### src/rtl/lagartoII_const.sv
// Shared LagartoII constants and the fetch-stage state encoding.
package lagartoII_const;

    localparam int unsigned WORD_WIDTH = 32;
    localparam logic [WORD_WIDTH-1:0] RESET_PC = 32'h0000_0000;
    localparam logic [WORD_WIDTH-1:0] PC_STEP  = 32'd4;
    localparam logic [WORD_WIDTH-1:0] NOP      = 32'h0000_0013;

    typedef enum logic [1:0] {
        FETCH_RESET = 2'd0,
        FETCH_RUN   = 2'd1,
        FETCH_FLUSH = 2'd2
    } fetch_state_e;

endpackage

### src/rtl/fetch_fifo.sv
// Small synchronous FIFO with flush; the head output holds its last shown value while empty.
module fetch_fifo #(
    parameter int unsigned WIDTH = 32,
    parameter int unsigned DEPTH = 2,
    localparam int unsigned CNT_W = $clog2(DEPTH + 1)
) (
    input  logic             clk,
    input  logic             rst_n,
    input  logic             flush,
    input  logic             push,
    input  logic [WIDTH-1:0] push_data,
    input  logic             pop,
    output logic [WIDTH-1:0] head_c,
    output logic [CNT_W-1:0] count
);

    localparam int unsigned PTR_W = (DEPTH > 1) ? $clog2(DEPTH) : 1;
    localparam logic [PTR_W-1:0] LAST_IDX = PTR_W'(DEPTH - 1);
    localparam logic [CNT_W-1:0] FULL_CNT = CNT_W'(DEPTH);

    logic [WIDTH-1:0] mem_q [DEPTH];
    logic [PTR_W-1:0] rd_ptr_q, rd_ptr_d;
    logic [PTR_W-1:0] wr_ptr_q, wr_ptr_d;
    logic [CNT_W-1:0] count_q, count_d;
    logic [WIDTH-1:0] last_q;
    logic             do_push;
    logic             do_pop;

    // Pointer and occupancy update; flush empties the queue and drops a same-cycle push.
    always_comb begin
        do_pop   = 1'b0;
        do_push  = 1'b0;
        rd_ptr_d = rd_ptr_q;
        wr_ptr_d = wr_ptr_q;
        count_d  = count_q;
        do_pop   = pop && (count_q != '0);
        do_push  = push && ((count_q != FULL_CNT) || do_pop);
        if (flush) begin
            rd_ptr_d = '0;
            wr_ptr_d = '0;
            count_d  = '0;
        end else begin
            if (do_pop) begin
                rd_ptr_d = (rd_ptr_q == LAST_IDX) ? '0 : rd_ptr_q + PTR_W'(1);
            end
            if (do_push) begin
                wr_ptr_d = (wr_ptr_q == LAST_IDX) ? '0 : wr_ptr_q + PTR_W'(1);
            end
            count_d = count_q + CNT_W'(do_push) - CNT_W'(do_pop);
        end
    end

    // Control registers.
    always_ff @(posedge clk or negedge rst_n) begin
        if (!rst_n) begin
            rd_ptr_q <= '0;
            wr_ptr_q <= '0;
            count_q  <= '0;
        end else begin
            rd_ptr_q <= rd_ptr_d;
            wr_ptr_q <= wr_ptr_d;
            count_q  <= count_d;
        end
    end

    // Storage array; contents are only observed while occupied, so no reset.
    always_ff @(posedge clk) begin
        if (do_push && !flush) begin
            mem_q[wr_ptr_q] <= push_data;
        end
    end

    // Remember the most recently presented head so the output holds once drained.
    always_ff @(posedge clk or negedge rst_n) begin
        if (!rst_n) begin
            last_q <= '0;
        end else if (count_q != '0) begin
            last_q <= mem_q[rd_ptr_q];
        end
    end

    assign head_c = (count_q != '0) ? mem_q[rd_ptr_q] : last_q;
    assign count  = count_q;

endmodule

### src/rtl/fetch_unit.sv
// LagartoII instruction fetch: PC, credit-limited imem requests, instruction buffer, redirect flush.
module fetch_unit #(
    parameter int unsigned WORD_WIDTH = lagartoII_const::WORD_WIDTH,
    parameter logic [WORD_WIDTH-1:0] RESET_PC = WORD_WIDTH'(lagartoII_const::RESET_PC),
    parameter int unsigned DEPTH = 2
) (
    input  logic                  clk_i,
    input  logic                  rstn_i,
    output logic                  imem_req_o,
    output logic [WORD_WIDTH-1:0] imem_addr_o,
    input  logic                  imem_gnt_i,
    input  logic                  imem_rvalid_i,
    input  logic [WORD_WIDTH-1:0] imem_rdata_i,
    input  logic                  redirect_i,
    input  logic [WORD_WIDTH-1:0] redirect_pc_i,
    output logic                  id_valid_o,
    output logic [WORD_WIDTH-1:0] id_instr_o,
    output logic [WORD_WIDTH-1:0] id_pc_o,
    input  logic                  id_ready_i
);

    import lagartoII_const::fetch_state_e;
    import lagartoII_const::FETCH_RESET;
    import lagartoII_const::FETCH_RUN;
    import lagartoII_const::FETCH_FLUSH;

    localparam int unsigned CNT_W   = $clog2(DEPTH + 1);
    localparam int unsigned ENTRY_W = 2 * WORD_WIDTH;
    localparam logic [WORD_WIDTH-1:0] STEP       = WORD_WIDTH'(lagartoII_const::PC_STEP);
    localparam logic [WORD_WIDTH-1:0] ALIGN_MASK = ~WORD_WIDTH'(3);
    localparam logic [CNT_W:0]        CREDITS    = (CNT_W + 1)'(DEPTH);

    fetch_state_e          state_q, state_d;
    logic [WORD_WIDTH-1:0] pc_q, pc_d;
    logic [CNT_W-1:0]      discard_q, discard_d;
    logic [CNT_W-1:0]      outstanding;
    logic [CNT_W-1:0]      buf_count;
    logic [CNT_W:0]        in_use;
    logic [ENTRY_W-1:0]    buf_head;
    logic [WORD_WIDTH-1:0] pend_pc;
    logic                  grant;
    logic                  buf_push;
    logic                  buf_pop;

    // Request credits, PC/discard next values and the fetch state machine.
    always_comb begin
        state_d    = state_q;
        pc_d       = pc_q;
        discard_d  = discard_q;
        in_use     = '0;
        imem_req_o = 1'b0;
        grant      = 1'b0;
        buf_push   = 1'b0;
        buf_pop    = 1'b0;

        in_use     = (CNT_W + 1)'(outstanding) + (CNT_W + 1)'(buf_count);
        imem_req_o = (state_q != FETCH_RESET) && !redirect_i && (in_use < CREDITS);
        grant      = imem_req_o && imem_gnt_i;
        buf_push   = imem_rvalid_i && !redirect_i && (discard_q == '0);
        buf_pop    = (buf_count != '0) && id_ready_i && !redirect_i;

        if (redirect_i) begin
            // Every request in flight is wrong-path, including one answering this cycle.
            pc_d      = redirect_pc_i & ALIGN_MASK;
            discard_d = (imem_rvalid_i && (outstanding != '0)) ? outstanding - CNT_W'(1)
                                                               : outstanding;
        end else begin
            if (grant) begin
                pc_d = pc_q + STEP;
            end
            if (imem_rvalid_i && (discard_q != '0)) begin
                discard_d = discard_q - CNT_W'(1);
            end
        end

        case (state_q)
            FETCH_RESET: state_d = FETCH_RUN;
            FETCH_RUN:   if (discard_d != '0) state_d = FETCH_FLUSH;
            FETCH_FLUSH: if (discard_d == '0) state_d = FETCH_RUN;
            default:     state_d = FETCH_RUN;
        endcase
    end

    // State, PC and discard counter registers.
    always_ff @(posedge clk_i or negedge rstn_i) begin
        if (!rstn_i) begin
            state_q   <= FETCH_RESET;
            pc_q      <= RESET_PC;
            discard_q <= '0;
        end else begin
            state_q   <= state_d;
            pc_q      <= pc_d;
            discard_q <= discard_d;
        end
    end

    // Issued PCs awaiting their response; its occupancy is the outstanding count.
    fetch_fifo #(
        .WIDTH (WORD_WIDTH),
        .DEPTH (DEPTH)
    ) u_pend_q (
        .clk       (clk_i),
        .rst_n     (rstn_i),
        .flush     (1'b0),
        .push      (grant),
        .push_data (pc_q),
        .pop       (imem_rvalid_i),
        .head_c    (pend_pc),
        .count     (outstanding)
    );

    // {pc, instr} buffer feeding decode.
    fetch_fifo #(
        .WIDTH (ENTRY_W),
        .DEPTH (DEPTH)
    ) u_instr_buf (
        .clk       (clk_i),
        .rst_n     (rstn_i),
        .flush     (redirect_i),
        .push      (buf_push),
        .push_data ({pend_pc, imem_rdata_i}),
        .pop       (buf_pop),
        .head_c    (buf_head),
        .count     (buf_count)
    );

    assign imem_addr_o = pc_q;
    assign id_valid_o  = (buf_count != '0);
    assign id_pc_o     = buf_head[ENTRY_W-1:WORD_WIDTH];
    assign id_instr_o  = buf_head[WORD_WIDTH-1:0];

endmodule

### config.mk
export PLATFORM = sky130hd
export DESIGN_NAME = fetch_unit
export DESIGN_NICKNAME = d
export VERILOG_FILES = /design/src/rtl/lagartoII_const.sv /design/src/rtl/fetch_fifo.sv /design/src/rtl/fetch_unit.sv
export SDC_FILE = /design/constraint.sdc
export NUM_CORES = 1
export LEC_CHECK = 0
export CORE_ASPECT_RATIO = 1.75
export CORE_MARGIN = 2
export CORE_UTILIZATION = 25
export DETAILED_ROUTE_END_ITERATION = 10
export PLACE_DENSITY = 0.49
export SYNTH_ARGS = -nofsm -noshare
export SYNTH_HDL_FRONTEND = slang
export SYNTH_SLANG_ARGS = --single-unit
export TNS_END_PERCENT = 1
### constraint.sdc
create_clock -name clk_i -period 22.3 [get_ports clk_i]
set_clock_uncertainty 0.05 [all_clocks]
set_input_delay 2.23 -clock clk_i [delete_from_list [all_inputs] [get_ports clk_i]]
set_output_delay 2.23 -clock clk_i [all_outputs]
set_load 0.05 [all_outputs]
==> results.yml <==
timing:
  rsz0062_at_grt: "false"
  timing.fmax_ghz: 0.159
  hold_viol: 0
  setup_tns_ns: 0
  fin_crit_sh_pct: 28.2
  worst_pin_slew_ns: 1.02
  period_needed_ns: 6.30
  final_max_slew_viol_count: 0
  layout_setup_ws_ns: 16.00
  setup_viol: 0
  maxSlewHeadroom_pct: 32.0
global_route:
  grt_max_degree: 85
  antenna_found_initial: 0
  overflow: 0
  grt.total_usage_pct: 11.1
  grt_pass1_wl_microns: 44900
  grt_pass1_vias: 7582
synthesis:
  synthArstFlopShare_pct: 42.3
  synthesis.area_sq_um: 12500
  netlist_instances: 885
  synthTopCellsByCount: "188 x edfxtp_1, 138 x dfrtp_1, 97 x mux2i_1, 83 x nor2_1, 71 x a21oi_1"
  synth_area_leaders: "edfxtp_1 45%, dfrtp_1 28%, mux2i_1 7.8%"
  synth_seq_cells: 326
  yosysSeqAreaShare_pct: 72.9
  synth_area_per_cell_sq_um: 14.1
  synth-edff-count: 188
  ys_types: 50
  synth_area_leader_cell: "edfxtp_1"
  ys.flop_type: "edfxtp_1"
  ys_warn_count: 0
  yosysMostFrequentCell: "edfxtp_1"
  yosys.area.top_type_share_pct: 45.2
worst_setup_path:
  path_max_fanout: 54
  worstRegToRegCells: 8
  worstPathArrival_ns: 4.02
  path_buf_inv: 3
  cp-end-kind: "output port"
  crit_required_ns: 20.02
  crit_path_max_incr_delay_ns: 0.89
  startpoint_type: "input pin"
  cpMaxStageDelayCell: "clkdlybuf4s50_1"
  critPathKind: "input pin to output port"
  cp_top_family: "buffers and inverters"
  path_cells: "buf_2 > buf_4 > nor4b_1 > clkdlybuf4s50_1"
  critical_path_depth: 4
floorplan:
  design.core.area_sq_um: 49500
  initial_core_util_pct: 25.2
  num_rows: 108
  die-width_microns: 173
  die_h_microns: 300
  dieArea_sq_um: 51800
  ioPinCount: 168
route:
  ant_nets: 0
  wl_per_cell_microns: 16.6
  wirelength_microns: 28800
  via_per_inst: 4.27
  drc: 0
  vias: 7417
  drtIter0Drc: 356
  first_pass_iters: 4
layout:
  nNetsFinal: 1128
  antenna_cells: 0
  drive_gt1_share_pct: 7.91
  fillers: 5007
  syn_to_final_growth_pct: 28.7
  stdcell_count: 1735
run_status:
  status: "complete, no violations"
place:
  place_congestion: 0.710
  io_buffers: 163
  dp_hpwl_microns: 18200
  place_ws_ns: 16.02
  numPlacedInstances: 1673
power_and_ir_drop:
  p_sw_share_pct: 38.1
  ir_worst_vdd_uv: 51.4
  p_leak_uw: 0.00573
  seq_power_share_pct: 37.5
  p_clk_share_pct: 26.6
  power_density_nw_per_um2: 143
  p_sw_uw: 875
  internal-power_uw: 1420
  p_comb_share_pct: 36.0
cts:
  clock_path_buffers: 3
  clock_latency_ns: 0.52
  cts_tree: "done"
  root_buffer: "clkbuf_16"
  cts_buffers: 34
  cts.sinks: 326
  post_cts_resized: 0
  clk_pin_slew_ns: 0.06
  cts_htree_levels: 2
  cts_setup_buffers: 0
  holdBufCountCts: 0
hold_path:
  whs_path_depth: 1
  hp-class: "register to register"
run:
  drv_cap: 0
power by group through the flow:
stage          clock [uW]  sequential [uW]  combinational (uW)
2_1_floorplan           0              880                 545
3_3_place_gp            0              871                 830
3_5_place_dp            0              875                 839
4_1_cts               634              864                 842
5_1_grt               657              877                 888
6_report              610              861                 826
cells in the final DEF (no fill, tap or decap), drive strengths merged, types with 3 or more instances in the layout:
| master | Yosys | final |
|---|---|---|
| dfrtp | 138 | 138 |
| o21ai | 49 | 49 |
| clkdlybuf4s50 | 0 | 161 |
| nand4 | 12 | 12 |
| nand3 | 19 | 19 |
| bufinv | 0 | 6 |
| clkbuf | 38 | 41 |
| buf | 10 | 14 |
| o211ai | 5 | 5 |
| nor2 | 83 | 83 |
| a221o | 8 | 8 |
| and2 | 6 | 6 |
| ha | 8 | 8 |
| clkinv | 0 | 10 |
| nand2 | 70 | 70 |
| edfxtp | 188 | 188 |
| o311ai | 7 | 7 |
| a21oi | 71 | 71 |
| xnor2 | 7 | 7 |
| or4 | 3 | 3 |
| mux2i | 97 | 97 |
| inv | 14 | 16 |
| xor2 | 8 | 8 |
| nor4 | 10 | 10 |
| a31oi | 6 | 6 |
| clkinvlp | 0 | 3 |
| and3 | 3 | 3 |
| nor2b | 3 | 3 |
flip-flops by register name (all words and copies together) (netlist names):
register and flops:
imem_addr_o 30, u_pend_q.count 2, u_pend_q.last_q 32, u_instr_buf.last_q 64
u_instr_buf.rd_ptr_q 1, u_pend_q.wr_ptr_q 1, state_q 2, discard_q 2
u_instr_buf.mem_q 128, u_instr_buf.wr_ptr_q 1, u_pend_q.rd_ptr_q 1, u_instr_buf.count 2
u_pend_q.mem_q 60
per-layer routing:
layer	part of all wire, %	vias up	track usage (%)
met4	3.0	0	4.62
li1	-	3563	-
met5	0	-	0
met3	4.2	46	1.81
met1	42	3606	13.4
met2	51	202	19.7
layout make-up:
class | count | area [sq um] | area share, %
clock buffers | 41 | 908 | 5.66
clock inverters | 21 | 300 | 1.87
inverters | 14 | 52.6 | 0.327
multi-input cells | 498 | 3160 | 19.6
flip-flops and latches | 326 | 9100 | 56.7
well taps | 660 | 826 | 5.14
repair buffers | 175 | 1720 | 10.7
metrics by stage:
step	utilization [%]	cell area [sq um]	hold WS, ns	power [uW]
floorplan	-	12500	0.405	1430
global placement	30.0	14900	0.432	1700
detailed placement	30.0	14900	0.443	1710
CTS	32.5	16100	0.461	2340
global route	32.5	16100	0.484	2420
finish	32.5	16100	0.457	2300
cells by family after synthesis:
group,count (synthesis),synth area share [%]
multiplexers,97,7.78
buffers and inverters,62,1.99
AND/OR/NAND/NOR,223,8.25
other,1,0.0300
flip-flops,326,72.9
XOR/XNOR,15,1.05
adder cells (fa/ha/maj),9,0.962
AO/OA/AOI/OAI,152,7.05
worst paths after layout:
check,slack (ns),from,to
max in group asynchronous,18.85,rstn_i,u_instr_buf.rd_ptr_q$_DFFE_PN0P_
min,0.46,u_pend_q.wr_ptr_q$_DFFE_PN0N_,u_pend_q.wr_ptr_q$_DFFE_PN0N_
min in group asynchronous,1.69,rstn_i,u_instr_buf.last_q[2]$_DFF_PN0_
max,16.00,redirect_i,imem_req_o
max reg2reg,19.19,u_instr_buf.count[0]$_DFF_PN0_,u_pend_q.mem_q[0][3]$_DFFE_PP_
min reg2reg,0.46,u_pend_q.wr_ptr_q$_DFFE_PN0N_,u_pend_q.wr_ptr_q$_DFFE_PN0N_
worst register-to-register path, cell delays in order (launching register included):
cell and delay (ns):
dfrtp_1 0.37, inv_1 0.08, nor2_1 0.14, fa_1 0.47, nor4b_1 0.37, nand2_1 0.13
a21oi_1 0.29, nor2b_2 0.47, buf_4 0.39
Note: power is estimated with default switching activity, not from simulation.
